$ cat src/rtl/pin_pkg.sv
// Shared definitions for the PIN entry conditioner: FSM states and sizing constants.
package pin_pkg;

    localparam int PIN_DIGITS       = 4;
    localparam int DEBOUNCE_DEFAULT = 16;
    localparam int CNT_W            = 16;

    typedef enum logic [2:0] {
        IDLE     = 3'd0,
        DEBOUNCE = 3'd1,
        HELD     = 3'd2,
        RELEASE  = 3'd3,
        CONFLICT = 3'd4
    } pin_entry_state_t;

endpackage

$ cat src/rtl/btn_sync.sv
// Two-flop synchronizer bringing one asynchronous push-button into the clk domain.
module btn_sync (
    input  logic clk,
    input  logic rst,
    input  logic d_raw,
    output logic d_sync
);

    logic meta_q, meta_d;
    logic sync_q, sync_d;

    // Next values: the raw pin feeds the first stage, the first stage feeds the second.
    always_comb begin
        meta_d = d_raw;
        sync_d = meta_q;
    end

    // Synchronizer chain register, cleared by reset.
    always_ff @(posedge clk or posedge rst) begin
        if (rst) begin
            meta_q <= 1'b0;
            sync_q <= 1'b0;
        end else begin
            meta_q <= meta_d;
            sync_q <= sync_d;
        end
    end

    assign d_sync = sync_q;

endmodule

$ cat src/rtl/pin_entry_conditioner.sv
// Turns two bouncy push-buttons into clean, counted PIN digits for a downstream lock FSM.
// Each press yields exactly one digit strobe; a simultaneous press of both buttons is
// treated as a conflict and discarded. rst is expected to arrive release-synchronized.
module pin_entry_conditioner
    import pin_pkg::*;
#(
    parameter int DEBOUNCE_CYCLES = DEBOUNCE_DEFAULT
) (
    input  logic       clk,
    input  logic       rst,
    input  logic       btn0_raw,
    input  logic       btn1_raw,
    input  logic       clr,
    output logic       x,
    output logic       x_valid,
    output logic [1:0] digit_cnt,
    output logic       entry_done
);

    localparam logic [CNT_W-1:0] CNT_LAST       = CNT_W'(DEBOUNCE_CYCLES - 1);
    localparam logic [1:0]       LAST_DIGIT_IDX = 2'(PIN_DIGITS - 1);

    logic s0, s1;
    logic cand_high, other_high;

    pin_entry_state_t state_q, state_d;
    logic [CNT_W-1:0] cnt_q, cnt_d;
    logic             cand_q, cand_d;
    logic             x_q, x_d;
    logic             x_valid_q, x_valid_d;
    logic [1:0]       digit_cnt_q, digit_cnt_d;
    logic             entry_done_q, entry_done_d;

    btn_sync u_sync0 (
        .clk    (clk),
        .rst    (rst),
        .d_raw  (btn0_raw),
        .d_sync (s0)
    );

    btn_sync u_sync1 (
        .clk    (clk),
        .rst    (rst),
        .d_raw  (btn1_raw),
        .d_sync (s1)
    );

    // cand holds the digit being debounced, which is also the index of its button.
    assign cand_high  = cand_q ? s1 : s0;
    assign other_high = cand_q ? s0 : s1;

    // Next-state and output logic; clr is applied last so it overrides any acceptance.
    always_comb begin
        state_d      = state_q;
        cnt_d        = cnt_q;
        cand_d       = cand_q;
        x_d          = x_q;
        x_valid_d    = 1'b0;
        entry_done_d = 1'b0;
        digit_cnt_d  = digit_cnt_q;

        case (state_q)
            IDLE: begin
                if (s0 && s1) begin
                    state_d = CONFLICT;
                end else if (s0 || s1) begin
                    state_d = DEBOUNCE;
                    cnt_d   = '0;
                    cand_d  = s1;
                end
            end
            DEBOUNCE: begin
                if (!cand_high) begin
                    state_d = IDLE;
                end else if (other_high) begin
                    state_d = CONFLICT;
                end else if (cnt_q == CNT_LAST) begin
                    state_d      = HELD;
                    x_d          = cand_q;
                    x_valid_d    = 1'b1;
                    digit_cnt_d  = digit_cnt_q + 2'd1;
                    entry_done_d = (digit_cnt_q == LAST_DIGIT_IDX);
                end else begin
                    cnt_d = cnt_q + 1'b1;
                end
            end
            HELD: begin
                if (!s0 && !s1) begin
                    state_d = RELEASE;
                    cnt_d   = '0;
                end
            end
            RELEASE: begin
                if (s0 || s1) begin
                    state_d = HELD;
                end else if (cnt_q == CNT_LAST) begin
                    state_d = IDLE;
                end else begin
                    cnt_d = cnt_q + 1'b1;
                end
            end
            CONFLICT: begin
                if (!s0 && !s1) begin
                    state_d = RELEASE;
                    cnt_d   = '0;
                end
            end
            default: begin
                state_d = IDLE;
                cnt_d   = '0;
            end
        endcase

        if (clr) begin
            state_d      = (s0 || s1) ? HELD : IDLE;
            cnt_d        = '0;
            x_d          = x_q;
            x_valid_d    = 1'b0;
            entry_done_d = 1'b0;
            digit_cnt_d  = 2'd0;
        end
    end

    // FSM state and registered outputs.
    always_ff @(posedge clk or posedge rst) begin
        if (rst) begin
            state_q      <= IDLE;
            cnt_q        <= '0;
            cand_q       <= 1'b0;
            x_q          <= 1'b0;
            x_valid_q    <= 1'b0;
            digit_cnt_q  <= 2'd0;
            entry_done_q <= 1'b0;
        end else begin
            state_q      <= state_d;
            cnt_q        <= cnt_d;
            cand_q       <= cand_d;
            x_q          <= x_d;
            x_valid_q    <= x_valid_d;
            digit_cnt_q  <= digit_cnt_d;
            entry_done_q <= entry_done_d;
        end
    end

    assign x          = x_q;
    assign x_valid    = x_valid_q;
    assign digit_cnt  = digit_cnt_q;
    assign entry_done = entry_done_q;

endmodule

$ cat config.mk
export PLATFORM = sky130hd
export DESIGN_NAME = pin_entry_conditioner
export DESIGN_NICKNAME = d
export VERILOG_FILES = /design/src/rtl/pin_pkg.sv /design/src/rtl/btn_sync.sv /design/src/rtl/pin_entry_conditioner.sv
export SDC_FILE = /design/constraint.sdc
export NUM_CORES = 1
export LEC_CHECK = 0
export CAP_MARGIN = 20
export CORE_MARGIN = 2
export CORE_UTILIZATION = 60
export CTS_CLUSTER_DIAMETER = 50
export DETAILED_ROUTE_END_ITERATION = 10
export MAX_ROUTING_LAYER = met4
export PLACE_DENSITY = 0.8
export SYNTH_ARGS = -nofsm -noshare
export SYNTH_HDL_FRONTEND = slang
export SYNTH_SLANG_ARGS = --single-unit
$ cat constraint.sdc
create_clock -name clk -period 3.4 [get_ports clk]
set_input_delay 0.51 -clock clk [delete_from_list [all_inputs] [get_ports clk]]
set_output_delay 0.51 -clock clk [all_outputs]
set_load 0.01 [all_outputs]
==> results of run 1 <==
[flip-flops by register name (all words and copies together) (netlist names)]
signal,count
u_sync1.meta_q,1
cnt_q,16
state_q,3
digit_cnt,2
entry_done,1
u_sync0.meta_q,1
u_sync0.d_sync,1
u_sync1.d_sync,1
x,1
cand_q,1
x_valid,1
[where the power goes]
part | switching [mW] | total [mW] | internal (mW) | leakage (nW)
clock network | 0.134 | 0.289 | 0.156 | 0.0414
registers | 0.0469 | 0.412 | 0.365 | 0.390
logic | 0.141 | 0.223 | 0.0820 | 0.333
[worst max path at each step]
stage,from,endpoint,slack (ns),cells past startpoint
final,u_sync0.d_sync$_DFF_PP0_,cnt_q[15]$_DFFE_PP0P_,0.89,7
after global routing,u_sync0.d_sync$_DFF_PP0_,cnt_q[15]$_DFFE_PP0P_,0.76,7
after CTS,u_sync0.d_sync$_DFF_PP0_,cnt_q[15]$_DFFE_PP0P_,0.91,7
after detailed placement,clr,cnt_q[7]$_DFFE_PP0P_,0.73,7
after global placement,clr,cnt_q[7]$_DFFE_PP0P_,0.86,7
after floorplan,u_sync1.d_sync$_DFF_PP0_,cnt_q[6]$_DFFE_PP0P_,1.27,9
[kinds of logic (layout without fill, tap and decap cells)]
family                     Yosys count  in the layout  share of synthesized area (%)
DFF                                 29             29                          42.87
and+or+nand+nor                     74             74                          24.91
AOI/OAI and AO/OA                   55             55                          21.80
buffers and inverters               16             25                          5.026
xor gates and xnor gates             1              1                         0.5175
muxes                                3              3                          1.922
adders and majority gates            4              4                          2.957
[synthesized netlist by cell type (2+ instances only)]
cell and instances:
dfrtp_1 29, o21ai_0 17, nand2_1 12, a21oi_1 11, nor2_1 10, or3_1 7
nand3_1 6, nor4_1 6, clkbuf_1 5, inv_1 5, nand4_1 5, nor3_1 5
o31ai_1 5, or4_1 5, and3_1 4, ha_1 4, o211ai_1 4, nand2b_1 3
nor3b_1 3, a211o_1 2, a21oi_2 2, a31oi_1 2, buf_2 2, buf_4 2
buf_6 2, mux2_2 2, o2111ai_1 2
[layout make-up]
| type | instances | share of cell area (%) |
|---|---|---|
| tap | 31 | 2.061 |
| multi-input combinational | 137 | 46.88 |
| inverter | 5 | 0.9973 |
| sequential | 29 | 38.56 |
| timing repair buffer | 12 | 7.048 |
| clock buffer | 5 | 1.995 |
| clock inverter | 3 | 2.460 |
[layer usage]
metal	share of wire, %	global-route usage, %	wire, um
met2	49	39.90	1803
met5	0	-	0
met1	44	32.93	1628
met3	6.0	6.803	224
met4	1.3	7.641	49
[worst max-delay path, cell delays in order (launching register included)]
cell and delay, ns:
dfrtp_1 0.40, inv_1 0.06, ha_1 0.30, or2_4 0.28
a211oi_4 0.48, nor2_2 0.21, or4_1 0.54, a21oi_1 0.16
==> impl_results.md, run 1 <==
- Status: finished clean
- Final instance area: 1882 um2
- Crit path max fanout: 13
- Hold WC Path Type: flop to flop
- IO Count: 10
- Reg-to-reg endpoint: cnt_q[15]$_DFFE_PP0P_
- Placement Setup Slack: 0.7296 ns
- Global-route wire length before repair: 6.285 mm
- Sequential element share of the synthesized area: 42.87%
- Final hold slack: 0.3562 ns
- Nature of the critical path startpoint: flop
- Area leader, netlist: dfrtp_1
- Layout cells sized above 1: 12.04%
- Clock Sinks: 29
- Setup repair after global routing missed its margin: false
- Post-route antenna net violation count: 0
- Number of gates resized after CTS: 0
- Max Cap Violations: 0
- Synth cell types: 47
- Placed Instances: 213
- Initial drt markers: 49
- Worst reg-to-reg path cell count: 7
- Final setup viols: 0
- Via/cell ratio: 6.757
- Starting Density: 62.47%
- Reg-to-reg setup timing slack: 0.89 ns
- FF+latch count, synth: 29
- Core Util, Final: 69.44%
- Skew final: 0.004626 ns
- Post-CTS Hold Buffers: 0
- Cell area power density: 491.0 nW/um2
- Area Growth Syn to Fin: 11.16%
- Die width: 57.12 um
- Nets: 199
- # H-tree levels: 2
- Most common cell after layout, fill and taps aside: dfrtp_1
- Die area: 3262 um2
- Synth Flop Type: dfrtp_1
- Total CTS buffers: 5
- Port Buffers: 9
- Area share of the largest cell type after synthesis: 42.87%
- Crit path kind: flop to flop
- IR Drop Worst-Case VDD: 0.4451 mV
- WL per Instance: 16.69 um
- Vias in the first global route: 1377
- Number of hold violations in the final report: 0
- Post-CTS setup buffers: 0
- Relative slew slack: 64.38%
- Reg-to-Reg Start: u_sync0.d_sync$_DFF_PP0_
- Total GRT Usage: 25.56%
- CTS tree: done
- Clock insertion delay at the later pin of the skew report: 0.34 ns
- Post-route DRC: 0
- Synth warn: 0
- Setup TNS: 0 ns
- Achievable Freq: 0.3991 GHz
- Number of flops mapped to enable cells by yosys: 0
- Row count: 19
- Dpl cell area: 1770 um2
- Top cells by area, synth: dfrtp_1, o21ai_0, a21oi_1, ha_1, nand2_1
- Final wirelength: 3.706 mm
- Clk slew on worst S/H paths: 0.10 ns
- HPWL after detailed placement: 2.449 mm
- N_diodes: 0
- Routability cong.: 0.9210
- Arrival @ worst endpoint: 2.77 ns
- Crit end category: flop
- Synth Instances: 182
- Post-synth ARST share: 100.0%
- Final non-filler cell total: 222
- Antenna violations before repair: 0
- Largest net degree at the start of global routing: 30
- Most frequent cells in the layout: dfrtp_1, o21ai_0, nand2_1
- Register area: 725.7 um2
- Final worst path period need: 2.506 ns
- Net Count, Synth: 191
- Syn avg cell area: 9.302 um2
- Router iterations before antenna repair: 4
- Worst Hold Depth: 0
- Via Count: 1500
- Worst slew pin tran: 0.5343 ns
- Fin worst setup slack: 0.8942 ns
- DIE HEIGHT: 57.12 um
- Fill cells: 240
- Power after layout: 924.0 uW
- Root Buffer Master: clkbuf_4
- Min-Delay Endpoint: u_sync1.d_sync$_DFF_PP0_
- CORE AREA: 2710 um2
- CTS Buffer Depth: 2
- Fin crit share: 73.70%
- Max Transition Viols Final: 0
- Grt ovf: 0
- Multi-input logic area: 882.1 um2
- Leakage Power: 0.7644 nW
- Start point of the worst hold path: u_sync1.meta_q$_DFF_PP0_
- Mapped Area: 1693 um2
- Critical path required time: 3.66 ns
(Power assumes the default switching activity.)
==> inputs of run 2 (changes only) <==
--- a/config.mk
+++ b/config.mk
@@ -7,11 +7,11 @@
 export LEC_CHECK = 0
 export CAP_MARGIN = 20
 export CORE_MARGIN = 2
-export CORE_UTILIZATION = 60
+export CORE_UTILIZATION = 53
 export CTS_CLUSTER_DIAMETER = 50
 export DETAILED_ROUTE_END_ITERATION = 10
 export MAX_ROUTING_LAYER = met4
-export PLACE_DENSITY = 0.8
+export PLACE_DENSITY = 0.75
 export SYNTH_ARGS = -nofsm -noshare
 export SYNTH_HDL_FRONTEND = slang
 export SYNTH_SLANG_ARGS = --single-unit
==> constraint.sdc (replaced) <==
create_clock -name clk -period 2.3 [get_ports clk]
set_input_delay 0.345 -clock clk [delete_from_list [all_inputs] [get_ports clk]]
set_output_delay 0.345 -clock clk [all_outputs]
set_load 0.01 [all_outputs]
==> run 2 against run 1 <==
  * First-iteration DRC count rose to 2.6 times the previous value
  * Utilization down 5.4 points
  * Hold slack improved by 0.0027 ns
  * Final area grew 3.9%
  * Register-to-register slack got worse by 0.80 ns
  * Final cell count up 9.9%
  * Clock power rose by 49%
  * Flip-flop and latch count unchanged
  * Via count shrank 0.67%
  * Largest power group unchanged
==> impl_results.md, run 2 (synthesis gave the netlist of run 1 again) <==
- Nature of the critical path startpoint: flop
- HPWL after detailed placement: 2.777 mm (+13%)
- Register area: 725.7 um2 (unchanged)
- Total CTS buffers: 5 (unchanged)
- Clock insertion delay at the later pin of the skew report: 0.34 ns (about the same)
- Fill cells: 276 (+15%)
- Clk slew on worst S/H paths: 0.12 ns (+0.02 ns)
- Via/cell ratio: 6.107 (-9.6%)
- Most frequent cells in the layout: dfrtp_1, o21ai_0, nand2_1, buf_4, a21oi_1
- Routability cong.: 0.9349 (+1.5%)
- Multi-input logic area: 892.1 um2 (+1.1%)
- Clock Sinks: 29 (unchanged)
- CTS tree: done
- Initial drt markers: 126 (+160%)
- Final worst path period need: 2.204 ns (-0.3021 ns)
- Starting Density: 55.45% (-7.0 points)
- Global-route wire length before repair: 6.458 mm (+2.8%)
- Reg-to-Reg Start: u_sync0.d_sync$_DFF_PP0_
- Comb power frac: 28.4% (+4.3 points)
- M1 GR Usage: 31.01% (-1.9 points)
- Largest net degree at the start of global routing: 30 (unchanged)
- Die width: 60.52 um (+6.0%)
- Number of gates resized after CTS: 0 (unchanged)
- Via Count: 1490 (-0.67%)
- DIE HEIGHT: 60.52 um (+6.0%)
- Post-CTS Hold Buffers: 0 (unchanged)
- Post-route DRC: 0 (unchanged)
- Fin crit share: 95.81% (+22 points)
- Total GRT Usage: 24.92% (-0.64 points)
- Post-route antenna net violation count: 0 (unchanged)
- Crit end category: flop
- Cell area power density: 731.7 nW/um2 (+49%)
- Worst reg-to-reg path cell count: 7 (unchanged)
- Leakage Power: 0.7999 nW (+4.6%)
- Layout cells sized above 1: 16.50% (+4.5 points)
- Port Buffers: 9 (unchanged)
- Worst slew pin tran: 0.4367 ns (-0.09758 ns)
- Post-CTS setup buffers: 0 (unchanged)
- Gr busiest metal: met2
- N_diodes: 0 (unchanged)
- Skew final: 0.02188 ns (+0.01726 ns)
- Nets: 208 (+4.5%)
- Area Growth Syn to Fin: 15.52%
- Vias in the first global route: 1426 (+3.6%)
- Die area: 3662 um2 (+12%)
- Max Cap Violations: 0 (unchanged)
- Critical path required time: 2.52 ns (-1.14 ns)
- Crit path kind: flop to flop
- Reg-to-reg endpoint: cnt_q[7]$_DFFE_PP0P_
- Crit path max fanout: 7 (-6)
- Max Transition Viols Final: 0 (unchanged)
- Router iterations before antenna repair: 4 (unchanged)
- Grt ovf: 0 (unchanged)
- Sw Pwr: 485.2 uW (+51%)
- P_int: 945.7 uW (+57%)
- Status: finished clean
- Max reg flops: 16 (unchanged)
- IR Drop Worst-Case VDD: 0.6109 mV (+37%)
- Final wirelength: 3.783 mm (+2.1%)
- Setup repair after global routing missed its margin: true
- Root Buffer Master: clkbuf_4
- Met2 usage: 39.60% (-0.31 points)
- Final hold slack: 0.3589 ns (+0.002734 ns)
- Met3 GRT Util: 6.397% (-0.41 points)
- Row count: 20 (+1)
- Net Sw Frac: 33.91% (-0.86 points)
- Arrival @ worst endpoint: 2.42 ns (-0.35 ns)
- Most common cell after layout, fill and taps aside: dfrtp_1
- Final setup viols: 0 (unchanged)
- Biggest register: cnt_q
- Relative slew slack: 70.58% (+6.2 points)
- Part of the power in registers: 41.5% (-3.1 points)
- CORE AREA: 3053 um2 (+13%)
- Hold WC Path Type: input pin to asynchronous set/reset pin
- Reg-to-reg setup timing slack: 0.1 ns (-0.80 ns)
- Antenna violations before repair: 0 (unchanged)
- Achievable Freq: 0.4538 GHz (+14%)
- CTS Buffer Depth: 2 (unchanged)
- WL per Instance: 15.50 um (-7.1%)
- IO Count: 10 (unchanged)
- # H-tree levels: 2 (unchanged)
- Number of hold violations in the final report: 0 (unchanged)
- Clock power share: 30.1% (-1.2 points)
- Core Util, Final: 64.06% (-5.4 points)
run 2: final cells by class:
cell class | instances | area share [%]
clock buffer | 5 | 1.919
clock inverter | 3 | 2.367
inverter | 5 | 0.9597
multi-input combinational | 137 | 45.62
sequential | 29 | 37.11
tap | 44 | 2.815
timing repair buffer | 21 | 9.213
run 2: stage by stage:
| step | total power, mW | instances | setup TNS, ns | setup slack (ns) | area (um2) |
|---|---|---|---|---|---|
| 4_1_cts | 1.425 | 244 | 0 | 0.03389 | 1946 |
| 3_3_place_gp | 0.9845 | 236 | 0 | 0.1435 | 1862 |
| 6_report | 1.431 | 244 | 0 | 0.09626 | 1956 |
| 2_1_floorplan | 0.8726 | 182 | 0 | 0.1736 | 1693 |
| 5_1_grt | 1.510 | 244 | -0.04517 | -0.04517 | 1956 |
| 3_5_place_dp | 0.9979 | 236 | 0 | 0.07346 | 1862 |
run 2: power by group through the flow:
| stage | combinational [mW] | clock [mW] | sequential (mW) |
|---|---|---|---|
| 2_1_floorplan | 0.299 | 0 | 0.573 |
| 3_3_place_gp | 0.386 | 0 | 0.598 |
| 3_5_place_dp | 0.397 | 0 | 0.601 |
| 4_1_cts | 0.399 | 0.435 | 0.591 |
| 5_1_grt | 0.445 | 0.463 | 0.602 |
| 6_report | 0.406 | 0.431 | 0.594 |
run 2: worst max-delay path, cell delays in order (launching register included):
cell and delay [ns]:
dfrtp_1 0.42, ha_1 0.27, or2_4 0.28, a211oi_4 0.30, buf_4 0.19, o2111ai_1 0.13, o211a_1 0.22, or2_2 0.28
run 2: how the worst max path moves through the flow:
stage / slack, ns / endpoint / start
floorplan: 0.17 / cnt_q[6]$_DFFE_PP0P_ / u_sync1.d_sync$_DFF_PP0_
global placement: 0.14 / cnt_q[7]$_DFFE_PP0P_ / u_sync0.d_sync$_DFF_PP0_
detailed placement: 0.07 / cnt_q[7]$_DFFE_PP0P_ / u_sync0.d_sync$_DFF_PP0_
CTS: 0.03 / cnt_q[7]$_DFFE_PP0P_ / u_sync1.d_sync$_DFF_PP0_
global route: -0.05 / cnt_q[7]$_DFFE_PP0P_ / u_sync0.d_sync$_DFF_PP0_
finish: 0.1 / cnt_q[7]$_DFFE_PP0P_ / u_sync0.d_sync$_DFF_PP0_
run 2: routing by layer:
| metal | vias up | part of all wire [%] |
|---|---|---|
| met5 | - | 0 |
| met4 | 0 | 0.90 |
| met3 | 4 | 6.0 |
| met2 | 62 | 50 |
| met1 | 703 | 43 |
| li1 | 721 | - |
==> inputs of run 3 (changes only) <==
--- a/config.mk
+++ b/config.mk
@@ -15,3 +15,4 @@
 export SYNTH_ARGS = -nofsm -noshare
 export SYNTH_HDL_FRONTEND = slang
 export SYNTH_SLANG_ARGS = --single-unit
+export TNS_END_PERCENT = 5
==> results of run 3 <==
Final layout, timing and power as in run 2 (identical DEF).
